<file path="src/rtl/alu_pkg.sv">
`default_nettype none
// ============================================================================
// alu_pkg : ALU operation encodings, queued command record, legality helper.
// Rev 1.1
// ============================================================================
package alu_pkg;

  localparam int c_DATA_W = 8;
  localparam int c_TAG_W  = 2;

  typedef enum logic [3:0] {
    OP_ADD  = 4'd0,
    OP_SUB  = 4'd1,
    OP_AND  = 4'd2,
    OP_OR   = 4'd3,
    OP_XOR  = 4'd4,
    OP_SLT  = 4'd5,
    OP_SLTU = 4'd6,
    OP_SLL  = 4'd7,
    OP_SRL  = 4'd8,
    OP_SRA  = 4'd9
  } Op;

  typedef struct packed {
    Op                     op;
    logic [c_DATA_W-1:0]   a;
    logic [c_DATA_W-1:0]   b;
    logic                  use_acc;
    logic [c_TAG_W-1:0]    tag;
  } CmdT;

  function automatic logic is_legal(input Op op);
    return (4'(op) <= 4'(OP_SRA));
  endfunction

endpackage
`default_nettype wire

</file>
<file path="src/rtl/alu.sv">
`default_nettype none
// ============================================================================
// Alu : 8-bit combinational datapath; shifts use the full 8-bit b amount.
// Rev 1.1
// ============================================================================
module Alu
  import alu_pkg::*;
(
  input  Op          i_op,
  input  logic [7:0] i_a,
  input  logic [7:0] i_b,
  output logic [7:0] o_y
);

  always_comb begin
    o_y = 8'd0;
    case (i_op)
      OP_ADD:  o_y = i_a + i_b;
      OP_SUB:  o_y = i_a - i_b;
      OP_AND:  o_y = i_a & i_b;
      OP_OR:   o_y = i_a | i_b;
      OP_XOR:  o_y = i_a ^ i_b;
      OP_SLT:  o_y = {7'd0, ($signed(i_a) < $signed(i_b))};
      OP_SLTU: o_y = {7'd0, (i_a < i_b)};
      OP_SLL:  o_y = i_a << i_b;
      OP_SRL:  o_y = i_a >> i_b;
      OP_SRA:  o_y = $unsigned($signed(i_a) >>> i_b);
      default: o_y = 8'd0;
    endcase
  end

endmodule
`default_nettype wire

</file>
<file path="src/rtl/alu_cmd_fifo.sv">
`default_nettype none
// ============================================================================
// alu_cmd_fifo : in-order CmdT FIFO, wrap-bit pointers for full/empty.
// Rev 1.1
// ============================================================================
module alu_cmd_fifo
  import alu_pkg::*;
#(
  parameter int DEPTH = 4
) (
  input  logic clk,
  input  logic rst_n,
  input  logic i_push,
  input  CmdT  i_data,
  input  logic i_pop,
  output CmdT  o_data,
  output logic o_full,
  output logic o_empty
);

  localparam int c_AW = $clog2(DEPTH);

  CmdT              r_mem [DEPTH];
  logic [c_AW:0]    r_wr_ptr;
  logic [c_AW:0]    r_rd_ptr;
  logic             w_do_push;
  logic             w_do_pop;

  assign o_empty   = (r_wr_ptr == r_rd_ptr);
  assign o_full    = (r_wr_ptr[c_AW] != r_rd_ptr[c_AW]) &&
                     (r_wr_ptr[c_AW-1:0] == r_rd_ptr[c_AW-1:0]);
  assign w_do_push = i_push && !o_full;
  assign w_do_pop  = i_pop && !o_empty;
  assign o_data    = r_mem[r_rd_ptr[c_AW-1:0]];

  always_ff @(posedge clk or negedge rst_n) begin
    if (!rst_n) begin
      r_wr_ptr <= '0;
      r_rd_ptr <= '0;
    end else begin
      if (w_do_push) r_wr_ptr <= r_wr_ptr + 1'b1;
      if (w_do_pop)  r_rd_ptr <= r_rd_ptr + 1'b1;
    end
  end

  // Storage carries no reset; pointers alone define validity.
  always_ff @(posedge clk) begin
    if (w_do_push) r_mem[r_wr_ptr[c_AW-1:0]] <= i_data;
  end

endmodule
`default_nettype wire

</file>
<file path="src/rtl/alu_ctrl.sv">
`default_nettype none
// ============================================================================
// alu_ctrl : command FIFO -> Alu -> response register, with accumulator.
// Optional error flag on rsp_err when ALU_CTRL_ERR_EN is defined. Rev 1.1
// ============================================================================
module alu_ctrl
  import alu_pkg::*;
#(
  parameter int DEPTH = 4
) (
  input  logic       clk,
  input  logic       rst_n,
  input  logic       cmd_valid,
  output logic       cmd_ready,
  input  Op          cmd_op,
  input  logic [7:0] cmd_a,
  input  logic [7:0] cmd_b,
  input  logic       cmd_use_acc,
  input  logic [1:0] cmd_tag,
  output logic       rsp_valid,
  input  logic       rsp_ready,
  output logic [7:0] rsp_x,
  output logic [1:0] rsp_tag,
`ifdef ALU_CTRL_ERR_EN
  output logic       rsp_err,
`endif
  output logic [7:0] acc,
  output logic       busy
);

  CmdT        w_cmd_in;
  CmdT        w_head;
  logic       w_full;
  logic       w_empty;
  logic       w_push;
  logic       w_issue;
  logic       w_legal;
  logic [7:0] w_op_a;
  logic [7:0] w_alu_y;

  logic       r_rsp_valid;
  logic [7:0] r_rsp_x;
  logic [1:0] r_rsp_tag;
  logic [7:0] r_acc;

  assign w_cmd_in = '{op: cmd_op, a: cmd_a, b: cmd_b, use_acc: cmd_use_acc, tag: cmd_tag};
  assign w_push   = cmd_valid && !w_full;
  assign w_issue  = !w_empty && (!r_rsp_valid || rsp_ready);

  alu_cmd_fifo #(
    .DEPTH (DEPTH)
  ) u_fifo (
    .clk     (clk),
    .rst_n   (rst_n),
    .i_push  (w_push),
    .i_data  (w_cmd_in),
    .i_pop   (w_issue),
    .o_data  (w_head),
    .o_full  (w_full),
    .o_empty (w_empty)
  );

  // Accumulator bypass: r_acc already holds the previous issue's result.
  assign w_op_a  = w_head.use_acc ? r_acc : w_head.a;
  assign w_legal = is_legal(w_head.op);

  Alu u_alu (
    .i_op (w_head.op),
    .i_a  (w_op_a),
    .i_b  (w_head.b),
    .o_y  (w_alu_y)
  );

  always_ff @(posedge clk or negedge rst_n) begin
    if (!rst_n) begin
      r_rsp_valid <= 1'b0;
      r_rsp_x     <= 8'd0;
      r_rsp_tag   <= 2'd0;
      r_acc       <= 8'd0;
    end else if (w_issue) begin
      r_rsp_valid <= 1'b1;
      r_rsp_x     <= w_legal ? w_alu_y : 8'd0;
      r_rsp_tag   <= w_head.tag;
      if (w_legal) r_acc <= w_alu_y;
    end else if (rsp_ready) begin
      r_rsp_valid <= 1'b0;
    end
  end

`ifdef ALU_CTRL_ERR_EN
  logic r_rsp_err;

  always_ff @(posedge clk or negedge rst_n) begin
    if (!rst_n)       r_rsp_err <= 1'b0;
    else if (w_issue) r_rsp_err <= !w_legal;
  end

  assign rsp_err = r_rsp_err;
`endif

  assign cmd_ready = !w_full;
  assign rsp_valid = r_rsp_valid;
  assign rsp_x     = r_rsp_x;
  assign rsp_tag   = r_rsp_tag;
  assign acc       = r_acc;
  assign busy      = !w_empty || r_rsp_valid;

endmodule
`default_nettype wire

</file>
<file path="config.mk">
export PLATFORM = sky130hd
export DESIGN_NAME = alu_ctrl
export DESIGN_NICKNAME = d
export VERILOG_FILES = /design/src/rtl/alu_pkg.sv /design/src/rtl/alu.sv /design/src/rtl/alu_cmd_fifo.sv /design/src/rtl/alu_ctrl.sv
export SDC_FILE = /design/constraint.sdc
export NUM_CORES = 1
export LEC_CHECK = 0
export ABC_AREA = 1
export BUFFER_PORTS_ARGS = -buffer_cell sky130_fd_sc_hd__buf_2
export CORE_MARGIN = 5
export CORE_UTILIZATION = 60
export CTS_CLUSTER_SIZE = 12
export DETAILED_ROUTE_END_ITERATION = 8
export GPL_TIMING_DRIVEN = 0
export PLACE_DENSITY = 0.81
export SLEW_MARGIN = 15
export SYNTH_ARGS = -nofsm -noshare
export SYNTH_HDL_FRONTEND = slang
export SYNTH_SLANG_ARGS = --single-unit
</file>
<file path="constraint.sdc">
create_clock -name clk -period 3.5 [get_ports clk]
set_input_delay 0.525 -clock clk [delete_from_list [all_inputs] [get_ports clk]]
set_output_delay 0.525 -clock clk [all_outputs]
set_load 0.01 [all_outputs]
</file>
After elaboration in Yosys (flattened, before gate mapping)
Memories as Yosys holds them, arrays and structs flattened.
Cells that the tools add are included.
W data, S select, Z words.

storage, ports and cells
  output and inout bits = 21
  memories = 1
  flip-flop bits (word level) = 25
  memory bits (read-only) = 0
  RAM bits = 92
  input bits = 27
  bits in latches = 0
  word-level logic and storage cells = 52

memory list
  name          depth  bits a word  read ports  clocked after memory_dff  write ports  RTL line            source
  u_fifo.r_mem  4      23           1           0                         1            alu_cmd_fifo.sv:23  CmdT r_mem [DEPTH];

cells by class
  shift operators = 3
  magnitude comparators = 3
  equal/unequal tests = 12
  reduce and logical (&&, ||, !) cells = 13
  mux-type cells = 7
  divide/modulo/power cells = 0
  multiply operators = 0
  add/subtract/negate cells = 4
  bitwise logic cells = 3

operators with widths
  operator               number
  $pmux W8 S10           1
  $eq A4 B3 Y1 const B   4
  $lt A8 B8 Y1           2
  $mux W8                2
  $add A8 B8 Y8          1
  $and A8 B8 Y8          1
  $eq A4 B2 Y1 const B   2
  $eq A4 B4 Y1 const B   2
  $or A8 B8 Y8           1
  $shl A8 B8 Y8          1
  $shr A8 B8 Y8          1
  $sshr A8 B8 Y8         1
  $sub A8 B8 Y8          1
  $xor A8 B8 Y8          1
  $add A3 B1 Y3 const B  2
  $logic_and A1 B1 Y1    5
  $eq A4 B1 Y1 const B   1
  $le A4 B4 Y1 const B   1
  $logic_not A4 Y1       1
  $mux W1                4
  $eq A3 B3 Y1           1
  $logic_not A1 Y1       3
  $eq A2 B2 Y1           1
  $logic_or A1 B1 Y1     2
  other kinds (3)        3

Depth between registers and ports, before layout
  word-level depth = 7
  mapped depth = 25
  depth with buffers taken out = 23

Hierarchy
From an unflattened synthesis, not the netlist that was laid out.

second synthesis, totals
  cells, all modules = 739
  area, all modules = 6666.4 um^2

by module, submodules not included
  module        seq. area each (um^2)  area each (um^2)  times used  cells each
  alu_cmd_fifo  2912.8                 3878.7            1           284
  Alu           0.0                    1955.6            1           368
  alu_ctrl      475.5                  832.0             1           87

Worst setup path after synthesis
Ideal clock, no wire load.

  path type = register -> register
  start = reg u_fifo.r_rd_ptr[0]
  end = reg r_acc[6] (netlist: acc[6])
  arrival time = 2.839 ns
  data required time = 3.382 ns
  stages on the path, launching flop included = 23
  setup time = 0.118 ns
  setup slack = 0.543 ns
  buffers on the path = 2
  clock period less this slack = 2.957 ns
  cells stage by stage = dfrtp_1 -> inv_2 -> buf_6 -> buf_2 -> o21ai_0 -> nand2_1 -> nand2_1 -> o21ai_1 -> ha_1 -> fa_1 -> nand2_1 -> inv_1 -> o21ai_0 -> nand2_1 -> nand2_1 -> nand2_1 -> a21oi_1 -> xor2_1 -> o21ai_1 -> nor2_1 -> nand3_1 -> nand2_1 -> nand2_1

between the ends
  word-level cells in the longest chain between the ends = 4
  elaborated cells between the ends (all ways) = 26
  those cells by class = add/sub (2); order compare (1); eq/ne (10); shift (3); mux (2); bitwise (3); reduce/logical (4); memory (1)

RTL lines
  what                                                      RTL line                        source
  start, declared                                           alu_cmd_fifo.sv:25              logic [c_AW:0] r_rd_ptr;
  start signal, assigned                                    alu_cmd_fifo.sv:42              if (w_do_pop) r_rd_ptr <= r_rd_ptr + 1'b1;
  $mem_v2 Z4 W23 / $eq A3 B3 Y1 (equally long branches)     -
  $mux W8 / $logic_not A1 Y1 (equally long branches)        alu_ctrl.sv:64, alu_ctrl.sv:48
  $sub A8 B8 Y8, or another cell as far along               alu.sv:19                       OP_SUB: o_y = i_a - i_b;
  $pmux W8 S10 / $reduce_and A2 Y1 (equally long branches)  -
  end signal, assigned                                      alu_ctrl.sv:84                  if (w_legal) r_acc <= w_alu_y;
  end, declared                                             alu_ctrl.sv:44                  logic [7:0] r_acc;

Parallel ways exist; a longest one is shown, timed or not.
A chain may end at the register's enable or synchronous reset.

Final worst setup path
Same ends and word-level chain as after synthesis.

==> summary by stage <==
Clock network
The H-tree generated during clock tree synthesis spans 4 levels. The worst-case clock buffer depth is 2. CTS placed an instance of sky130_fd_sc_hd__clkbuf_8 at the clock tree root. The CTS tree is done. The CTS buffer count is 17. The clock-pin slew reported for the worst setup and hold paths after clock tree synthesis is 70 ps. Buffers inserted to repair hold after CTS numbered 0. The count of clock tree sinks is about 120. At the later pin of the worst-skew pair, clock insertion delay measures 530 ps.

Global routing
For this run the aggregate overflow at the end of global routing stands at 0. The initial antenna violation count is 0. The maximum number of pins on one net before global-route repair is 26. The total track usage is 0.284.

The first global-routing pass estimated approximately 29000 µm of wire. The via count of the first global-routing pass is 5699.

Yosys
The most frequently used flop master after synthesis is sky130_fd_sc_hd__edfxtp_1. Counting flops and latches in the post-synthesis netlist gives between 100 and 150. A synthesized cell averages roughly 8.6 µm². The share of synthesized area in the top cell type comes to 0.420.

During synthesis, Yosys emitted a total of 0 warnings. Of all cell types, the one taking the most synthesized area is sky130_fd_sc_hd__edfxtp_1. After synthesis, the share of flip-flops with an asynchronous set or reset is 0.214. By count the netlist is led by 249 x sky130_fd_sc_hd__nand2_1, 92 x sky130_fd_sc_hd__edfxtp_1, 84 x sky130_fd_sc_hd__nand3_1, 57 x sky130_fd_sc_hd__inv_1, 54 x sky130_fd_sc_hd__nor2_1. The synthesized netlist net count is just over 800. Counting flops with a built-in enable in the synthesized netlist gives just over 90. By area the synthesized netlist is led by sky130_fd_sc_hd__edfxtp_1 42%, sky130_fd_sc_hd__nand2_1 14%, sky130_fd_sc_hd__dfrtp_1 9.5%.

Summing every instance area after synthesis gives between 0.006 and 0.007 mm². The cell with the most instances after synthesis is sky130_fd_sc_hd__nand2_1. After synthesis, the netlist uses 40 different library cells. For this run, the register share of the synthesized area comes to 0.515. Synthesis produced 763 cells.

Finish
The layout cell share with drive strength beyond 1 is 0.217. From synthesis to final layout, the design area changed by 19.4%. The total number of nets in the final design is around 900. The repair_antennas step left the layout with diodes totalling 0. The number of fillers in the final layout is ~780. The multi-input combinational cells in the finished layout cover a total of a little under 0.003 mm².

The flip-flop and latch area is around 0.0034 mm².

Floorplan
The number of rows in the core area is 38. The number of I/O pins is 48. The placeable core area is roughly 0.011 mm².

In this run the vertical extent of the chip is around 110 µm. In this run the horizontal extent of the chip is 115 µm. The initial core utilization is 0.610. The die area is between 0.01 and 0.015 mm².

Timing
The transition at the pin with the smallest max-transition slack is about 800 ps. The relative slew slack is 0.443. The clock period could shrink to ~3400 ps.

The number of max-slew violations in the final report is 0. Setup repair after global routing could not meet its margin everywhere. Hold timing on the final database bottoms out at a slack of -11.1 ps. The maximum operating frequency is around 0.30 GHz. Of the available clock period, the critical path in the final layout requires 0.962. The number of failing hold endpoints at the final stage came to 10. On the final layout, the worst clock skew is about 18 ps. The final-report setup violation count is 0. Adding up every negative setup slack in the final design gives 0 ps.

Worst setup path
The maximum fanout along the worst path is 10. The worst setup path category is flip-flop to flip-flop. STA puts the critical path data arrival time at 3770 ps.

On the critical path, the stage with the largest delay is an instance of sky130_fd_sc_hd__dfrtp_2. STA classifies the critical path startpoint as a flip-flop. The nature of the critical path endpoint is a flip-flop. The signal on the critical path passes through inv_6 > buf_6 > buf_4 > o21ai_0 > nand2_1 > nand2_1 > nand2_4 > fa_2 > nand2_1 > inv_1 > o21ai_2 > nand2_1 > nand2_1 > nand2_1 > a21oi_2 > xor2_1 > o21ai_1 > nor2_2 > nand3_1 > nand2_1 > nand2_1. STA puts the critical path data required time at ~3900 ps.

In this design, the critical path's most frequently occurring cell is sky130_fd_sc_hd__nand2_1. On the worst path, the slowest cell contributes a delay of between 400 and 500 ps.

Detailed routing
For this block, the initial DRC count from the detailed router was between 600 and 700. The detail-routed via count per cell is between 5 and 6. The post-route antenna net violation count is 0. The via count is 5800. After detailed routing, the average wire length per cell comes to roughly 18 µm.

The total length of routed wires is 18200 µm. The DRC violations left is 0. The first-pass iteration count of the detailed router is 8.

Run status
The final reports fail on hold timing. The flow ran to the end, but the final reports show violations.

Placement
The total half-perimeter wirelength after legalization and detailed placement is 11900 µm. The placer's final routability congestion estimate is ~0.92. The number of port buffers is between 40 and 50.

Worst hold path
The tightest min-delay check is of the input port to asynchronous set/reset pin type.

Job
Across the run, the number of max-cap violations was 0.
[worst max-delay path: cells and delay by family, from the launching register on]
family / cells / cell delay, ps
AOI/OAI and AO/OA: 4 / 580
xor gates and xnor gates: 1 / 160
adders and majority gates: 1 / 380
buffers and inverters: 4 / 460
DFF: 1 / 460
and+or+nand+nor: 11 / 1190
[metrics by stage]
stage	util	worst slack [ps]	std cells	cell area, µm²
2_1_floorplan	-	543	763	6580
3_3_place_gp	0.648	-227	950	6990
5_1_grt	0.728	-20.5	993	7860
4_1_cts	0.710	0.0258	984	7660
6_report	0.728	135	993	7860
3_5_place_dp	0.651	-321	950	7020
[cell type report]
cell class / count / share of cell area
plain buffers: 26 / 0.0250
inverters: 74 / 0.0368
multi-input cells: 546 / 0.371
clock buffers: 17 / 0.0527
flip-flops and latches: 117 / 0.431
repair buffers: 58 / 0.0404
clock inverters: 15 / 0.0210
well taps: 140 / 0.0223
[what timing repair did]
action                                  4_1_cts  5_1_grt
pin swaps                                     3       10
endpoints found under the setup margin       14       14
gates resized for setup                      16       45
setup buffers                                 2        9
[per-layer routing]
layer  track usage  routed length, µm  vias up
met5             0                  0        -
met4         0.124                598        0
met3        0.0579               1360       49
met2         0.483               9150      308
met1         0.354               7120     2753
li1              -                  -     2690
[path summary, 6_finish.rpt]
kind	startpoint	endpoint	slack (ps)	depth (start not counted)
max	u_fifo.r_rd_ptr[0]$_DFFE_PN0P_	acc[6]$_DFFE_PN0P_	130	21
min reg2reg	rsp_x[6]$_DFFE_PN0P_	rsp_x[6]$_DFFE_PN0P_	480	2
max reg2reg	u_fifo.r_rd_ptr[0]$_DFFE_PN0P_	acc[6]$_DFFE_PN0P_	130	21
min	rst_n	acc[1]$_DFFE_PN0P_	-10	1
min in group clk	cmd_a[6]	u_fifo.r_mem[1][17]$_DFFE_PP_	220	1
max in group asynchronous	rst_n	u_fifo.r_rd_ptr[0]$_DFFE_PN0P_	3080	1
[logic make-up after synthesis]
family,share of synthesized area
AO/OA/AOI/OAI,0.0703
XOR/XNOR,0.0120
adder cells (fa/ha/maj),0.0612
buffers and inverters,0.0658
flip-flops,0.515
AND/OR/NAND/NOR,0.276
[placed cells by master (no fill, tap or decap), types with 6 or more instances in the layout]
| cell | count |
|---|---|
| sky130_fd_sc_hd__inv_1 | 55 |
| sky130_fd_sc_hd__nand2_1 | 245 |
| sky130_fd_sc_hd__nand3_1 | 84 |
| sky130_fd_sc_hd__inv_2 | 16 |
| sky130_fd_sc_hd__buf_2 | 54 |
| sky130_fd_sc_hd__buf_4 | 20 |
| sky130_fd_sc_hd__nor2_1 | 46 |
| sky130_fd_sc_hd__buf_6 | 6 |
| sky130_fd_sc_hd__clkbuf_16 | 16 |
| sky130_fd_sc_hd__nor2_4 | 6 |
| sky130_fd_sc_hd__nand4_1 | 11 |
| sky130_fd_sc_hd__a21oi_1 | 21 |
| sky130_fd_sc_hd__edfxtp_1 | 92 |
| sky130_fd_sc_hd__dfrtp_1 | 23 |
| sky130_fd_sc_hd__ha_1 | 26 |
| sky130_fd_sc_hd__nand2_2 | 9 |
| sky130_fd_sc_hd__o21ai_0 | 19 |
| sky130_fd_sc_hd__inv_6 | 8 |
| sky130_fd_sc_hd__nor2_2 | 10 |
| sky130_fd_sc_hd__o21ai_1 | 15 |
[state kept, by name (all words and copies together) (netlist names)]
| register | cells |
|---|---|
| rsp_tag | 2 |
| u_fifo.r_wr_ptr | 3 |
| rsp_x | 8 |
| u_fifo.r_rd_ptr | 3 |
| u_fifo.r_mem | 92 |
| acc | 8 |
| rsp_valid | 1 |
Power is not shown: default switching activity piles up to over one toggle a cycle in this logic, so the estimate is an artifact.
